[config.mk]
export PLATFORM = sky130hd
export DESIGN_NAME = pc_gen
export DESIGN_NICKNAME = d
export VERILOG_FILES = /design/src/rtl/pc_gen.sv
export SDC_FILE = /design/constraint.sdc
export NUM_CORES = 1
export LEC_CHECK = 0
export BUFFER_PORTS_ARGS = -buffer_cell sky130_fd_sc_hd__buf_4
export CAP_MARGIN = 15
export CELL_PAD_IN_SITES_DETAIL_PLACEMENT = 0
export CELL_PAD_IN_SITES_GLOBAL_PLACEMENT = 1
export CORE_MARGIN = 5
export CORE_UTILIZATION = 34
export DETAILED_ROUTE_END_ITERATION = 8
export PLACE_DENSITY_LB_ADDON = 0.1
export REMOVE_ABC_BUFFERS = 1
export SETUP_SLACK_MARGIN = 0.05
export SLEW_MARGIN = 0
export SYNTH_ARGS = -nofsm -noshare
export SYNTH_HDL_FRONTEND = slang
export SYNTH_SLANG_ARGS = --single-unit
[constraint.sdc]
create_clock -name clk -period 3.9 [get_ports clk]
set_input_delay 0.78 -clock clk [delete_from_list [all_inputs] [get_ports clk]]
set_output_delay 0.78 -clock clk [all_outputs]
set_load 0.01 [all_outputs]
[src/rtl/pc_gen.sv]
// Program-counter stage: holds the architectural PC, sequences fetch/execute and counts retirements.
// Optional misaligned-target halt is enabled by defining PC_MISALIGN_CHECK_EN.
module pc_gen #(
    parameter logic [31:0] RESET_PC = 32'h8000_0000,
    parameter int unsigned CNT_W    = 64
) (
    input  logic             clk,
    input  logic             rst,
    input  logic             PCAsrc,
    input  logic             PCBsrc,
    input  logic [31:0]      imm,
    input  logic [31:0]      rs1_data,
    input  logic             is_jalr,
    output logic             if_req_valid,
    input  logic             if_req_ready,
    output logic [31:0]      if_req_addr,
    input  logic             inst_valid,
    input  logic             commit_valid,
    output logic [31:0]      pc,
    output logic [CNT_W-1:0] retire_cnt,
    output logic             pc_misalign,
    output logic             halted
);

    localparam int unsigned XLEN = 32;

    typedef enum logic [1:0] {
        S_REQ  = 2'd0,
        S_WAIT = 2'd1,
        S_EXEC = 2'd2,
        S_HALT = 2'd3
    } state_t;

    state_t            r_state;
    state_t            w_state_nxt;
    logic [XLEN-1:0]   r_pc;
    logic [CNT_W-1:0]  r_retire_cnt;
    logic              r_if_req_valid;
    logic              w_commit;
    logic [XLEN-1:0]   w_op_a;
    logic [XLEN-1:0]   w_op_b;
    logic [XLEN-1:0]   w_sum;
    logic [XLEN-1:0]   w_next_pc;

    // Next-PC adder; carry out is dropped, JALR clears bit 0.
    assign w_op_a    = PCAsrc ? imm : XLEN'(4);
    assign w_op_b    = PCBsrc ? rs1_data : r_pc;
    assign w_sum     = w_op_a + w_op_b;
    assign w_next_pc = {w_sum[XLEN-1:1], w_sum[0] & ~is_jalr};

`ifdef PC_MISALIGN_CHECK_EN
    logic r_pc_misalign;
    logic r_halted;
    logic w_misalign;
`endif

    always_comb begin
        w_state_nxt = r_state;
        w_commit    = 1'b0;
`ifdef PC_MISALIGN_CHECK_EN
        w_misalign  = 1'b0;
`endif
        case (r_state)
            S_REQ:  if (if_req_ready) w_state_nxt = S_WAIT;
            S_WAIT: if (inst_valid)   w_state_nxt = S_EXEC;
            S_EXEC: begin
                if (commit_valid) begin
`ifdef PC_MISALIGN_CHECK_EN
                    if (w_next_pc[1:0] != 2'b00) begin
                        w_misalign  = 1'b1;
                        w_state_nxt = S_HALT;
                    end else begin
                        w_commit    = 1'b1;
                        w_state_nxt = S_REQ;
                    end
`else
                    w_commit    = 1'b1;
                    w_state_nxt = S_REQ;
`endif
                end
            end
            S_HALT: w_state_nxt = S_HALT;
            default: w_state_nxt = S_REQ;
        endcase
    end

    always_ff @(posedge clk) begin
        if (rst) begin
            r_state        <= S_REQ;
            r_pc           <= RESET_PC;
            r_retire_cnt   <= '0;
            r_if_req_valid <= 1'b1;
        end else begin
            r_state        <= w_state_nxt;
            r_if_req_valid <= (w_state_nxt == S_REQ);
            if (w_commit) begin
                r_pc         <= w_next_pc;
                r_retire_cnt <= r_retire_cnt + CNT_W'(1);
            end
        end
    end

`ifdef PC_MISALIGN_CHECK_EN
    // Sticky misalign flag and halt indicator, cleared only by reset.
    always_ff @(posedge clk) begin
        if (rst) begin
            r_pc_misalign <= 1'b0;
            r_halted      <= 1'b0;
        end else begin
            r_pc_misalign <= r_pc_misalign | w_misalign;
            r_halted      <= (w_state_nxt == S_HALT);
        end
    end

    assign pc_misalign = r_pc_misalign;
    assign halted      = r_halted;
`else
    assign pc_misalign = 1'b0;
    assign halted      = 1'b0;
`endif

    assign if_req_valid = r_if_req_valid;
    assign if_req_addr  = r_pc;
    assign pc           = r_pc;
    assign retire_cnt   = r_retire_cnt;

endmodule

; Word level (Yosys, flattened, before mapping)
; Cells that the tools add are included.
; Widths: inputs -> output; s select.
[classes]
add_sub_neg = 2
reduce_logical = 2
order_cmp = 0
div_mod_pow = 0
eq_ne = 3
n_bitwise = 2
mux = 8
n_mul = 0
shifts = 0
[ops]
columns = op, count
row1 = $add 64x1->64 const B, 1
row2 = $mux 32, 2
row3 = $add 32x32->32, 1
row4 = $pmux 2 s4, 1
row5 = $mux 2, 3
row6 = $eq 2x2->1 const B, 2
row7 = $logic_not 2->1, 2
row8 = $eq 2x1->1 const B, 1
row9 = $mux 1, 2
row10 = $and 1x1->1, 1
row11 = $not 1->1, 1
[totals]
latch_bits = 0
mem_bits_rw = 0
regBits = 99
mem_bits_ro = 0
inputBits = 72
output_inout_bits = 131
wordCells = 21
mem_count = 0

; Longest topological paths before layout
; Gate-level depths: netlist of the first run.
[depth]
word_depth = 3
mapped_depth = 12
ltp_nobuf = 10

; Worst setup path before layout of the first run
; OpenSTA, ideal clock, no wires.
[synth_path]
path_kind = input to register
from = in PCBsrc
to = reg r_pc[26], in the netlist if_req_addr[26]
path_stages = 11
required_time_ns = 3.783
slack_ns = -0.028
path_buffers = 2
t_arrival_ns = 3.811
setup_ns = 0.117
cell_sequence = clkbuf_1 clkbuf_1 mux2_2 fa_1 a21oi_1 o221a_2 o21bai_1 a311oi_1 nor4_1 or3_1 a32o_1
[synth_between]
elab_chain_len = 2
[synth_rtl]
columns = item, line_no
row1 = "start, declared", 10  ; input logic PCBsrc,
row2 = $mux 32, 47  ; assign w_op_b = PCBsrc ? rs1_data : r_pc;
row3 = $add 32x32->32, 48  ; assign w_sum = w_op_a + w_op_b;
row4 = "end signal, assigned", 97  ; r_pc <= w_next_pc;
row5 = "end, declared", 36  ; logic [XLEN-1:0] r_pc;
; No other way between the ends.
; A chain may end at the register's enable or synchronous reset.

; Worst setup path after layout of the first run
[layout_path]
from = in PCBsrc
to = reg r_pc[25], in the netlist if_req_addr[25]
; The elaborated chain is that of the path after synthesis.

==> results summary, run 1 <==
In the final design database the tool counted 1,081 nets. The standby leakage power is 3.71 nW. The share of synthesized area in the top cell type comes to 0.297. The switching power of the nets came out at 0.673 mW. The relative max-transition margin came out at 0.399.

The count of non-filler cells in the finished layout came out at 1,246. The switching share of power came out at 0.285. After the first detailed-routing iteration, the DRC count stood at 272. At the later pin of the worst-skew pair, clock insertion delay measures 0.35 ns. The Yosys step of the flow raised 0 warnings. Global routing finished with a remaining overflow of 0. The die extent in y came out at 150 um. The slew at the pin with the worst max-slew slack came out at 0.898 ns.

Routability-driven placement finished with a final weighted congestion of 0.878. The cell area power density is 277 mW/mm^2. The TritonCTS sink count came out at 99. The average size of a mapped cell came out at 8.17 sq um. The most used standard cell by instance count after synthesis is sky130_fd_sc_hd__dfxtp_1. The number of setup violations in the final report is 0. The critical path goes through buf_4, buf_4, mux2_2, ha_1, a21oi_1, o21ai_0, a311o_1, a221oi_1, a21oi_1, or3_1, a32o_1. The worst stage delay on the critical path came out at 0.42 ns. The cell class contributing the biggest share of worst-path delay is compound AO/OA/AOI/OAI gates.

The number of cells in the design after placement is 1,230. The floorplan row count is 51. STA classifies the critical path startpoint as an input pin. The total half-perimeter wirelength after legalization and detailed placement came out at 15.0 mm.

The CTS tree is built. Counting flops with a built-in enable in the synthesized netlist gives 0. The share of total power dissipated in the clock network is 0.386. The I/O pin count is 203. The final setup TNS came out at 0 ns. The width of the die is 150 um. The part of the cycle the worst path needs is 0.888. For the worst setup path, the data required time is 4.15 ns. The final layout contains routed wiring with a total length of 19.7 mm. Entering global routing, the biggest net connects 62 pins. The part of the total power dissipated in combinational logic is 0.177. The number of buffers created by CTS is 9. The layout overhead on the synthesized area came out at 28.0%. The fraction of layout instances using a drive strength above 1 is 0.293.

Once detail routing completed, the nets flagged for antenna violations numbered 0. The number of gates resized after cts came out at 0. The worst-case IR drop observed on VDD is 0.000156 V. The maximum clock skew at final layout is 0.00684 ns.

In the routed layout, each cell is associated on average with a via count of 4.93. Data arrives at the worst endpoint at 3.71 ns. The die covers 0.0225 sq mm.

The number of cells produced by synthesis is 816. The number of register bits inferred by synthesis is 99. The number of pins exceeding their max-slew limit in the final report came out at 0. The run finished with clean final reports. The global-route wire length before repair came out at 31.4 mm. The min-delay analysis places its worst path in the category register to register. The maximum buffer depth of the clock tree is 2. By count the netlist is led by sky130_fd_sc_hd__dfxtp_1 (99), sky130_fd_sc_hd__nor2_1 (93), sky130_fd_sc_hd__nand2_1 (78). The initial antenna violation count came out at 0.

The slowest stage of the critical path belongs to the cell sky130_fd_sc_hd__a221oi_1. The internal portion of total power is 1.69 mW. The number of buffers inserted for hold repair after clock tree synthesis is 0.

The clock period minus worst slack is 3.46 ns. For this run, design rule violations remaining after detail routing come to 0. The first-pass detailed-route iteration total is 5. Setup repair after global routing left no endpoint under its margin. The commonest register cell after synthesis is sky130_fd_sc_hd__dfxtp_1. The sequential power share is 0.436. The maximum clock frequency came out at 289 MHz. The buffering stage count on the worst path with inverters included came out at 2. The kind of end point of the critical path is a register. For this block, the via count after detailed routing is 6,143.

The tree is rooted in a sky130_fd_sc_hd__clkbuf_16. The share of synthesized registers carrying an async set or reset came out at 0. The clock transition at the register clock pins on the worst setup and hold paths after CTS came out at 0.08 ns. The worst setup path is of the input pin to register kind. The biggest fanout along the worst timing path came out at 8. The buffers inserted during post-CTS setup optimization is 0. The total of max-cap violations is 0. The standard cell core area came out at 0.0194 sq mm. The combined area of all synthesized cells is 0.00666 sq mm. sky130_fd_sc_hd__dfxtp_1 takes more of the synthesized area than any other cell. The count of distinct cell types in the synthesized netlist is 69. The initial utilization of the core area, before any placement, comes to 0.343. The CTS H-tree depth came out at 3. The average routed wire per standard cell came out at 15.8 um. By area the synthesized netlist is led by sky130_fd_sc_hd__dfxtp_1 (30%), sky130_fd_sc_hd__xnor2_1 (6.0%), sky130_fd_sc_hd__ha_1 (6.0%), sky130_fd_sc_hd__nor2_1 (5.2%), sky130_fd_sc_hd__mux2_2 (5.2%). The count of buffers inserted at the top-level ports is 200. The number of diodes added for antenna fixing came out at 0. The proportion of synthesized chip area in sequential cells is 0.297. The total routing resource utilization after global routing came out at 0.174. The number of global-route vias before repair came to 6,080. The final hold violation count was 0.
-- stage by stage --
| step | setup slack [ns] | power (mW) | hold WS (ns) | cell area [sq um] | util |
|---|---|---|---|---|---|
| after detailed placement | 0.0773 | 1.47 | 0.479 | 8240 | 0.425 |
| after global routing | 0.298 | 2.48 | 0.509 | 8530 | 0.440 |
| after floorplan | 0.424 | 1.29 | 0.486 | 6250 | - |
| after CTS | 0.465 | 2.39 | 0.498 | 8530 | 0.440 |
| after global placement | 0.126 | 1.48 | 0.477 | 8240 | 0.425 |
| final | 0.435 | 2.36 | 0.492 | 8530 | 0.440 |
-- cell type report --
cell class,count,area (sq um)
Fill cell,2071,10900
Multi-Input combinational cell,627,4190
Sequential cell,99,1980
Timing Repair Buffer,218,1650
Tap cell,265,332
Clock buffer,10,239
Inverter,21,78.8
Clock inverter,6,56.3
-- worst paths after layout --
kind / startpoint / endpoint / slack (ns) / cells past startpoint
worst min register to register: if_req_addr[8]$_SDFFE_PP0P_ / if_req_addr[8]$_SDFFE_PP0P_ / 0.49 / 2
worst min-delay path: if_req_addr[8]$_SDFFE_PP0P_ / if_req_addr[8]$_SDFFE_PP0P_ / 0.49 / 2
worst max-delay path: PCBsrc / if_req_addr[25]$_SDFFE_PP0P_ / 0.44 / 11
worst max register to register: if_req_addr[0]$_SDFFE_PP0P_ / if_req_addr[26]$_SDFFE_PP0P_ / 0.83 / 11
-- layout by cell type, fill, tap and decap left out, types with 5 or more instances in the layout --
cell / n
sky130_fd_sc_hd__xnor2_1: 46
sky130_fd_sc_hd__a32o_1: 5
sky130_fd_sc_hd__nor3_1: 11
sky130_fd_sc_hd__ha_1: 32
sky130_fd_sc_hd__clkbuf_16: 9
sky130_fd_sc_hd__or3_1: 11
sky130_fd_sc_hd__a21oi_1: 51
sky130_fd_sc_hd__and3_1: 16
sky130_fd_sc_hd__nor2_1: 93
sky130_fd_sc_hd__nand2_1: 78
sky130_fd_sc_hd__and4_1: 8
sky130_fd_sc_hd__o21ai_0: 21
sky130_fd_sc_hd__buf_4: 217
sky130_fd_sc_hd__dfxtp_1: 99
sky130_fd_sc_hd__inv_1: 21
sky130_fd_sc_hd__mux2_2: 31
sky130_fd_sc_hd__nand3b_1: 5
sky130_fd_sc_hd__and2_1: 31
sky130_fd_sc_hd__a211oi_1: 6
sky130_fd_sc_hd__a22o_1: 6
sky130_fd_sc_hd__a21o_1: 18
sky130_fd_sc_hd__nand4_1: 21
sky130_fd_sc_hd__xor2_1: 35
sky130_fd_sc_hd__nand3_1: 26
-- power by group through the flow --
stage,registers [mW],logic (mW),clock network (mW)
5_1_grt,1.03,0.460,0.984
3_5_place_dp,1.05,0.418,0
4_1_cts,1.03,0.420,0.942
6_report,1.03,0.418,0.912
3_3_place_gp,1.05,0.422,0
2_1_floorplan,1.06,0.232,0
-- cells by family after synthesis --
family | after synthesis | synth area share
simple gates | 332 | 0.258
xor+xnor | 81 | 0.106
flops | 99 | 0.297
compound gates | 147 | 0.147
mux | 32 | 0.0539
other cells | 1 | 0.000563
buf+inv | 91 | 0.0736
fa+ha+maj | 33 | 0.0631
-- per-layer routing --
layer	up-vias	part of all wire	routed length [um]	GRT usage
met1	2832	0.44	8760	0.222
met4	0	0.0075	148	0.0471
met5	-	0	0	0
met3	10	0.043	845	0.0230
met2	153	0.50	9940	0.306
li1	3148	-	-	-
-- sequential cells by signal, indices dropped and copies added, names as in the netlist --
register / flops
if_req_addr: 32
r_state: 2
retire_cnt: 64
if_req_valid: 1
-- tightest hold or removal path, stage by stage, from the launching register on --
cell and delay (ns):
sky130_fd_sc_hd__dfxtp_1 0.34, sky130_fd_sc_hd__nand2_1 0.06, sky130_fd_sc_hd__a21oi_1 0.05
(Power assumes the default switching activity.)
==> inputs of run 2 (changes only) <==
--- a/config.mk
+++ b/config.mk
@@ -12,6 +12,7 @@
 export CORE_MARGIN = 5
 export CORE_UTILIZATION = 34
 export DETAILED_ROUTE_END_ITERATION = 8
+export MAX_ROUTING_LAYER = met4
 export PLACE_DENSITY_LB_ADDON = 0.1
 export REMOVE_ABC_BUFFERS = 1
 export SETUP_SLACK_MARGIN = 0.05
==> run 2 against run 1 <==
Die area is the same. Via count grew 0.80%. Critical path depth is the same. Non-clock buffer count is the same. Clock-buffer cell count is the same. First-iteration DRC count grew 4.4%. Sequential power is essentially flat.
==> results summary, run 2 (synthesized netlist as in run 1, its figures left out) <==
The flow ran to the end, and the final reports show no timing, DRC or antenna violations. The part of the cycle the worst path needs is 0.889. Across all layers, the routed design uses 6,192 vias. The count of non-filler cells in the finished layout is 1,246. The number of flip-flops in the largest register came out at 64. The standby leakage power is 3.71 nW.

The average routed wire per standard cell came out at 15.9 um. The worst setup path is captured at a register. The total design power is 2.36 mW. The worst setup path is of the input pin to register kind. The wire-length estimate of the detail-placed layout is 15.0 mm. The number of pins exceeding their max-slew limit in the final report came out at 0. The standard cell core area came out at 0.0194 sq mm.

The global-route wire length before repair came out at 31.4 mm. The first TritonRoute pass finished after 4 iterations. The final standard cell utilization of the core came out at 0.440. The total met2 wirelength after detailed routing is 9.95 mm. The number of gates resized after cts came out at 0. The number of global-route vias before repair is 6,079.

The number of clock buffers added by TritonCTS is 9. Prior to clock tree synthesis, the placed netlist has a worst setup slack of 0.0773 ns. The total of fill cells in the finished design came out at 2,071. The maximum clock skew at final layout is 0.00615 ns. The footprint of the multi-input gates came out at 0.00419 sq mm. The final net count is 1,081. The cell area power density is 277 mW/mm^2. The most critical setup path has its startpoint at PCBsrc. Following the worst setup path forward leads to its endpoint at if_req_addr[25]$_SDFFE_PP0P_. The final estimated routing congestion in global placement is 0.893.

For the worst setup path, the data required time is 4.15 ns. The number of design rule violations left after detail routing came out at 0. The final design instance area without fill is 0.00853 sq mm.

The number of setup violations in the final report came out at 0. The initial DRC count came out at 284. The buffers inserted during post-CTS setup optimization is 0. The width of the die is 150 um. The instance area after placement is 0.00824 sq mm.

The TritonCTS sink count is 99. The clock period minus worst slack is 3.47 ns. The worst hold margin came out at 0.492 ns. The slew at the pin with the worst max-slew slack is 0.908 ns. Clock-pin slew was measured on the worst setup and hold paths at 0.08 ns. At the worst endpoint, the arrival time is 3.72 ns. The number of buffers inserted for hold repair after clock tree synthesis is 0. The longest clock path from root to sink contains 2 buffers. The final setup TNS is 0 ns. The clock latency at the later pin of the worst-skew pair came out at 0.35 ns. The relative max-transition margin is 0.392. In this run the worst path has a maximum fanout of 8. The library cell used most frequently in the layout, excluding fill and tap cells, is sky130_fd_sc_hd__buf_4. The initial antenna violation count came out at 0. The peak supply drop came out at 0.000156 V. The layout overhead on the synthesized area came out at 28.0%. For this run the aggregate overflow at the end of global routing stands at 0. The I/O pin count is 203. The number of diodes added for antenna fixing came out at 0. The routed length on met3 came out at 711 um. The final hold violation count came out at 0. The pin count of the biggest net entering global routing came out at 62. The number of nets with antenna violations after routing came out at 0. The combined flip-flop and latch cell area came out at 0.00198 sq mm.

In this run the number of H-tree levels came out at 3. Setup repair after global routing left no endpoint under its margin. The die is 150 um tall.

The effective utilization at floorplan is 0.343. The final wirelength is 19.8 mm. The path depth of the worst reg2reg path is 11.

The setup slack of the worst register-to-register path came out at 0.83 ns. The startpoint of the worst register-to-register path is if_req_addr[0]$_SDFFE_PP0P_. Once routing completed, OpenROAD measured the worst setup slack at 0.434 ns.

In the routed layout, each cell is associated on average with a via count of 4.97. The number of cells in the design after placement is 1,230. In the layout the commonest cells are sky130_fd_sc_hd__buf_4 (217), sky130_fd_sc_hd__dfxtp_1 (99), sky130_fd_sc_hd__nor2_1 (93), sky130_fd_sc_hd__nand2_1 (78), sky130_fd_sc_hd__a21oi_1 (51). The post-route met1 wirelength came out at 8.91 mm. The master cell of the clock root buffer is sky130_fd_sc_hd__clkbuf_16. The worst register-to-register path ends at if_req_addr[26]$_SDFFE_PP0P_. The tool flagged a number of max-cap violations equal to 0. TritonCTS built the clock tree.

The total routing resource utilization after global routing came out at 0.179. The fraction of layout instances using a drive strength above 1 came out at 0.293. The startpoint kind of the worst setup timing path is an input pin. The uppermost layer routed is met4. The count of buffers inserted at the top-level ports came out at 200. The min-delay analysis places its worst path in the category register to register.

The floorplan row count came out at 51. The maximum clock frequency came out at 289 MHz. The area enclosed by the die boundary is 0.0225 sq mm.
run 2: metal layers:
metal / vias to the layer above / GRT usage
li1: 3151 / -
met1: 2874 / 0.225
met2: 153 / 0.306
met3: 14 / 0.0194
met4: 0 / 0.0471
met5: - / -
run 2: layout make-up:
type                    count  share of cell area
clock buffers              10              0.0280
clock inverters             6             0.00660
inverters                  21             0.00924
multi-input cells         627               0.492
flip-flops and latches     99               0.232
well taps                 265              0.0389
repair buffers            218               0.193
run 2: worst min-delay path by stage:
| stage | startpoint | to | slack, ns | cells after the start |
|---|---|---|---|---|
| finish | if_req_addr[8]$_SDFFE_PP0P_ | if_req_addr[8]$_SDFFE_PP0P_ | 0.49 | 2 |
| global route | if_req_addr[5]$_SDFFE_PP0P_ | if_req_addr[5]$_SDFFE_PP0P_ | 0.51 | 2 |
| CTS | if_req_addr[9]$_SDFFE_PP0P_ | if_req_addr[9]$_SDFFE_PP0P_ | 0.50 | 2 |
| detailed placement | if_req_addr[9]$_SDFFE_PP0P_ | if_req_addr[9]$_SDFFE_PP0P_ | 0.48 | 2 |
| global placement | if_req_addr[6]$_SDFFE_PP0P_ | if_req_addr[6]$_SDFFE_PP0P_ | 0.48 | 2 |
| floorplan | r_state[0]$_SDFF_PP0_ | r_state[1]$_SDFF_PP0_ | 0.49 | 2 |
run 2: power by group:
part           internal, mW  switching [mW]
Combinational         0.202           0.216
Sequential             1.02          0.0104
Clock                 0.465           0.449
run 2: critical path, stage by stage:
cell,delay (ns)
sky130_fd_sc_hd__buf_4,0.16
sky130_fd_sc_hd__buf_4,0.19
sky130_fd_sc_hd__mux2_2,0.35
sky130_fd_sc_hd__ha_1,0.35
sky130_fd_sc_hd__a21oi_1,0.21
sky130_fd_sc_hd__o21ai_0,0.16
sky130_fd_sc_hd__a311o_1,0.37
sky130_fd_sc_hd__a221oi_1,0.42
sky130_fd_sc_hd__a21oi_1,0.14
sky130_fd_sc_hd__or3_1,0.33
sky130_fd_sc_hd__a32o_1,0.24
==> inputs of run 3 (changes only) <==
--- a/config.mk
+++ b/config.mk
@@ -5,12 +5,13 @@
 export SDC_FILE = /design/constraint.sdc
 export NUM_CORES = 1
 export LEC_CHECK = 0
+export ABC_AREA = 1
 export BUFFER_PORTS_ARGS = -buffer_cell sky130_fd_sc_hd__buf_4
 export CAP_MARGIN = 15
 export CELL_PAD_IN_SITES_DETAIL_PLACEMENT = 0
 export CELL_PAD_IN_SITES_GLOBAL_PLACEMENT = 1
 export CORE_MARGIN = 5
-export CORE_UTILIZATION = 34
+export CORE_UTILIZATION = 33
 export DETAILED_ROUTE_END_ITERATION = 8
 export MAX_ROUTING_LAYER = met4
 export PLACE_DENSITY_LB_ADDON = 0.1
==> constraint.sdc (replaced) <==
create_clock -name clk -period 3.9 [get_ports clk]
set_input_delay 0.585 -clock clk [delete_from_list [all_inputs] [get_ports clk]]
set_output_delay 0.585 -clock clk [all_outputs]
set_load 0.01 [all_outputs]
==> run 3 against run 2 <==
Non-clock buffer count down 14. Sequential cell count unchanged. Setup slack better by 0.68 ns. Register-to-register slack better by 0.69 ns. Sequential power about the same. Clock power up 4.5%. Core utilization down 2.7 points. Area after synthesis up 22%. Via count up 40%. Wire length up 39%. Fmax up 24%. Critical path type unchanged. Critical endpoint is now if_req_addr[14]$_SDFFE_PP0P_.
==> results summary, run 3 <==
The flow ran to the end, and the final reports show no timing, DRC or antenna violations. The total of fill cells in the finished design is 2,777. Among the stages of the critical path, the cell type that occurs most often is sky130_fd_sc_hd__nand2_1. The CTS tree is built. The final wirelength came out at 27.6 mm. The clock drives 99 sinks. CTS placed an instance of sky130_fd_sc_hd__clkbuf_16 at the clock tree root. Of all nets on the critical path, the largest fanout is 59. At the worst endpoint, the required time is 4.15 ns. The startpoint kind of the worst setup timing path is an input pin. The kind of end point of the critical path is a register.

The most common cell after layout, fill and taps aside is sky130_fd_sc_hd__nand2_1. The final standard cell utilization of the core came out at 0.412. Yosys printed 0 warnings. The multi-input combinational cells in the finished layout cover a total of 0.00481 sq mm. The number of design rule violations left after detail routing is 0. The cell count of the worst hold path is 3.

The synthesized design spends more area on one cell type than any other, namely sky130_fd_sc_hd__dfxtp_1. After floorplanning, the core was divided into 57 placement rows. The final estimated routing congestion in global placement came out at 0.870. The die is 167 um tall.

Entering global routing, the biggest net connects 69 pins. After routing the design area is 0.0100 sq mm. The cell count after synthesis came out at 1,427. The slowest stage of the critical path is the sky130_fd_sc_hd__buf_4 cell. The cell family contributing the most delay on the critical path is adder cells. The average instance in the mapped netlist occupies 5.71 sq um. Post-CTS timing repair inserted 0 buffers for setup. The most used standard cell by instance count after synthesis is sky130_fd_sc_hd__nand2_1. In this run the worst hold path is classified as input pin to register. The final hold violation count is 0. The analysis attributes to cell leakage a power of 5.20 nW. The width of the die is 167 um. The I/O pin count came out at 203. Among all flip-flop cells after synthesis, the most frequent one is sky130_fd_sc_hd__dfxtp_1. The worst hold margin came out at 0.493 ns. The total half-perimeter wirelength after legalization and detailed placement is 21.8 mm. The effective utilization at floorplan came out at 0.335. The first-pass detailed-route iteration total is 6. The number of flip-flops in the largest register came out at 64.

The detail route stage leaves a number of antenna-violating nets equal to 0. The fraction of synthesized cell area taken by the top area cell type is 0.243. The layout overhead on the synthesized area is 23.1%. STA puts the critical path data arrival time at 3.04 ns.

The fraction of layout instances using a drive strength above 1 is 0.154. The H-tree generated during clock tree synthesis spans 3 levels. IR analysis of the VDD net gives a maximum drop of 0.000204 V.

The area enclosed by the die boundary is 0.0279 sq mm. The maximum buffer depth of the clock tree came out at 2. In the final design database the tool counted 1,686 nets. The average routed wire per standard cell came out at 14.4 um.

Setup violations remaining at the end of the flow were counted as 0. The number of gates resized after cts is 0. The buffering stage count on the worst path with inverters included is 2.

The total design power is 2.44 mW. After clock tree synthesis, the clock-pin slew on the worst setup and hold paths is 0.08 ns. The initial antenna violation count came out at 0. The library cells used most frequently in the layout, excluding fill and tap cells, are sky130_fd_sc_hd__nand2_1 (450), sky130_fd_sc_hd__inv_1 (266), sky130_fd_sc_hd__buf_4 (204), sky130_fd_sc_hd__nor2_1 (174), sky130_fd_sc_hd__dfxtp_1 (99). The type of the worst setup path is input pin to register.

The number of buffers inserted for hold repair after clock tree synthesis came out at 0. The ratio of routed vias to standard cells came out at 4.54. The number of diodes added for antenna fixing is 0. The combined area of all synthesized cells is 0.00815 sq mm. Based on the critical path, the design can be clocked at up to 359 MHz. The number of global-route vias before repair came out at 8,353. The number of pins exceeding their max-slew limit in the final report came out at 0. The worst stage delay on the critical path is 0.47 ns. Traced cell by cell, the critical path runs through buf_4, o21ai_0, ha_1, fa_1, nand3_1, nand3_1, nand2_1, nand2_1, nand2_1, nand2_1, xor2_1, o21ai_0, inv_1. In this run the tool buffered the top-level ports with 200 buffer cells. For the pin with the worst max-slew slack, the measured transition is 0.912 ns.

For this run, asynchronously set or reset flops after synthesis account for 0. The part of the cycle the worst path needs came out at 0.715. The maximum clock skew at final layout is 0.0104 ns. Ranked by total cell area, the synthesized netlist is headed by sky130_fd_sc_hd__dfxtp_1 (24%), sky130_fd_sc_hd__nand2_1 (21%), sky130_fd_sc_hd__inv_1 (12%), sky130_fd_sc_hd__nor2_1 (8.0%), sky130_fd_sc_hd__a21oi_1 (4.9%). In this run, CTS created clock tree buffers numbering 9.

The synthesized design contains 0 enable-type register cells. The total grt overflow is 0. Setup repair after global routing left no endpoint under its margin. The relative max-transition margin came out at 0.392. The first global-routing pass estimated 44.1 mm of wire. The final route contains 8,680 vias. In this run, the number of DRC markers left after iteration 0 of detailed routing was 525. Ranked by instance count, the synthesized netlist is headed by sky130_fd_sc_hd__nand2_1 (450), sky130_fd_sc_hd__inv_1 (266), sky130_fd_sc_hd__nor2_1 (174). The total of max-cap violations came out at 0. The proportion of synthesized chip area in sequential cells came out at 0.243.

The combined flip-flop and latch cell area came out at 0.00198 sq mm. For this design the ratio of total power to cell area is 243 mW/mm^2. The clock latency at the later pin of the worst-skew pair came out at 0.36 ns.

The final setup TNS is 0 ns. The number of register bits inferred by synthesis is 99. The critical path depth in cells is 13.

The total routing resource utilization after global routing came out at 0.198. The instance area after placement is 0.00973 sq mm. After floorplanning, the core was sized to cover 0.0243 sq mm.

Yosys mapped the design onto 40 distinct sky130hd cell types. Counting cells, the worst reg-to-reg path comes to 13. Subtracting the final worst setup slack from the clock period gives 2.79 ns.
run 3: cell count changes after synthesis, sizes merged, moves of 26 or more:
| cell | delta |
|---|---|
| nor2 | +88 |
| mux2 | -26 |
| inv | +246 |
| and2 | -28 |
| o21ai | +47 |
| a21oi | +29 |
| nand2 | +374 |
| nand3 | +54 |
| xnor2 | -37 |
run 3: path summary, 6_finish.rpt:
path                             endpoint                   startpoint  slack, ns
max          if_req_addr[14]$_SDFFE_PP0P_                       PCBsrc       1.11
min                 r_state[0]$_SDFF_PP0_                 if_req_ready       0.49
max reg2reg  if_req_addr[14]$_SDFFE_PP0P_  if_req_addr[0]$_SDFFE_PP0P_       1.52
min reg2reg   retire_cnt[10]$_SDFFE_PP0P_  retire_cnt[10]$_SDFFE_PP0P_       0.50
run 3: worst register-to-register path, delay by kind of cell, from the launching register on:
kind / cells / cell delay [ns]
flops: 1 / 0.34
buf+inv: 2 / 0.13
simple gates: 6 / 0.65
xor+xnor: 1 / 0.19
fa+ha+maj: 2 / 0.71
compound gates: 2 / 0.25
run 3: power by group:
part / leakage, nW / internal, mW / total [mW] / switching, mW
clock network: 0.140 / 0.467 / 0.955 / 0.488
registers: 0.799 / 1.02 / 1.03 / 0.0121
logic: 4.26 / 0.180 / 0.452 / 0.271
total: 5.20 / 1.67 / 2.44 / 0.772
run 3: cells by family after synthesis:
logic type / share of synthesized area
adder cells (fa/ha/maj): 0.0516
AND/OR/NAND/NOR: 0.389
flip-flops: 0.243
buffers and inverters: 0.167
multiplexers: 0.00813
AO/OA/AOI/OAI: 0.102
XOR/XNOR: 0.0387
other: 0.000460
run 3: through the flow:
step | cells | setup slack (ns)
detailed placement | 1894 | 0.725
floorplan | 1366 | 1.63
global route | 1910 | 0.792
finish | 1910 | 1.11
global placement | 1894 | 0.774
CTS | 1910 | 1.11
run 3: area by class of cell:
| type | instances | area share |
|---|---|---|
| clock inverter | 6 | 0.00599 |
| clock buffer | 10 | 0.0238 |
| timing repair buffer | 204 | 0.153 |
| inverter | 267 | 0.0999 |
| tap | 324 | 0.0404 |
| multi-input combinational | 1000 | 0.480 |
| sequential | 99 | 0.198 |
run 3: routing by layer:
metal  global-route usage  vias up  wire length, um
met1                0.286     3834            14700
met3               0.0266        8             1170
li1                     -     4655                -
met4               0.0258        0              159
met5                    -        -                0
met2                0.304      183            11600
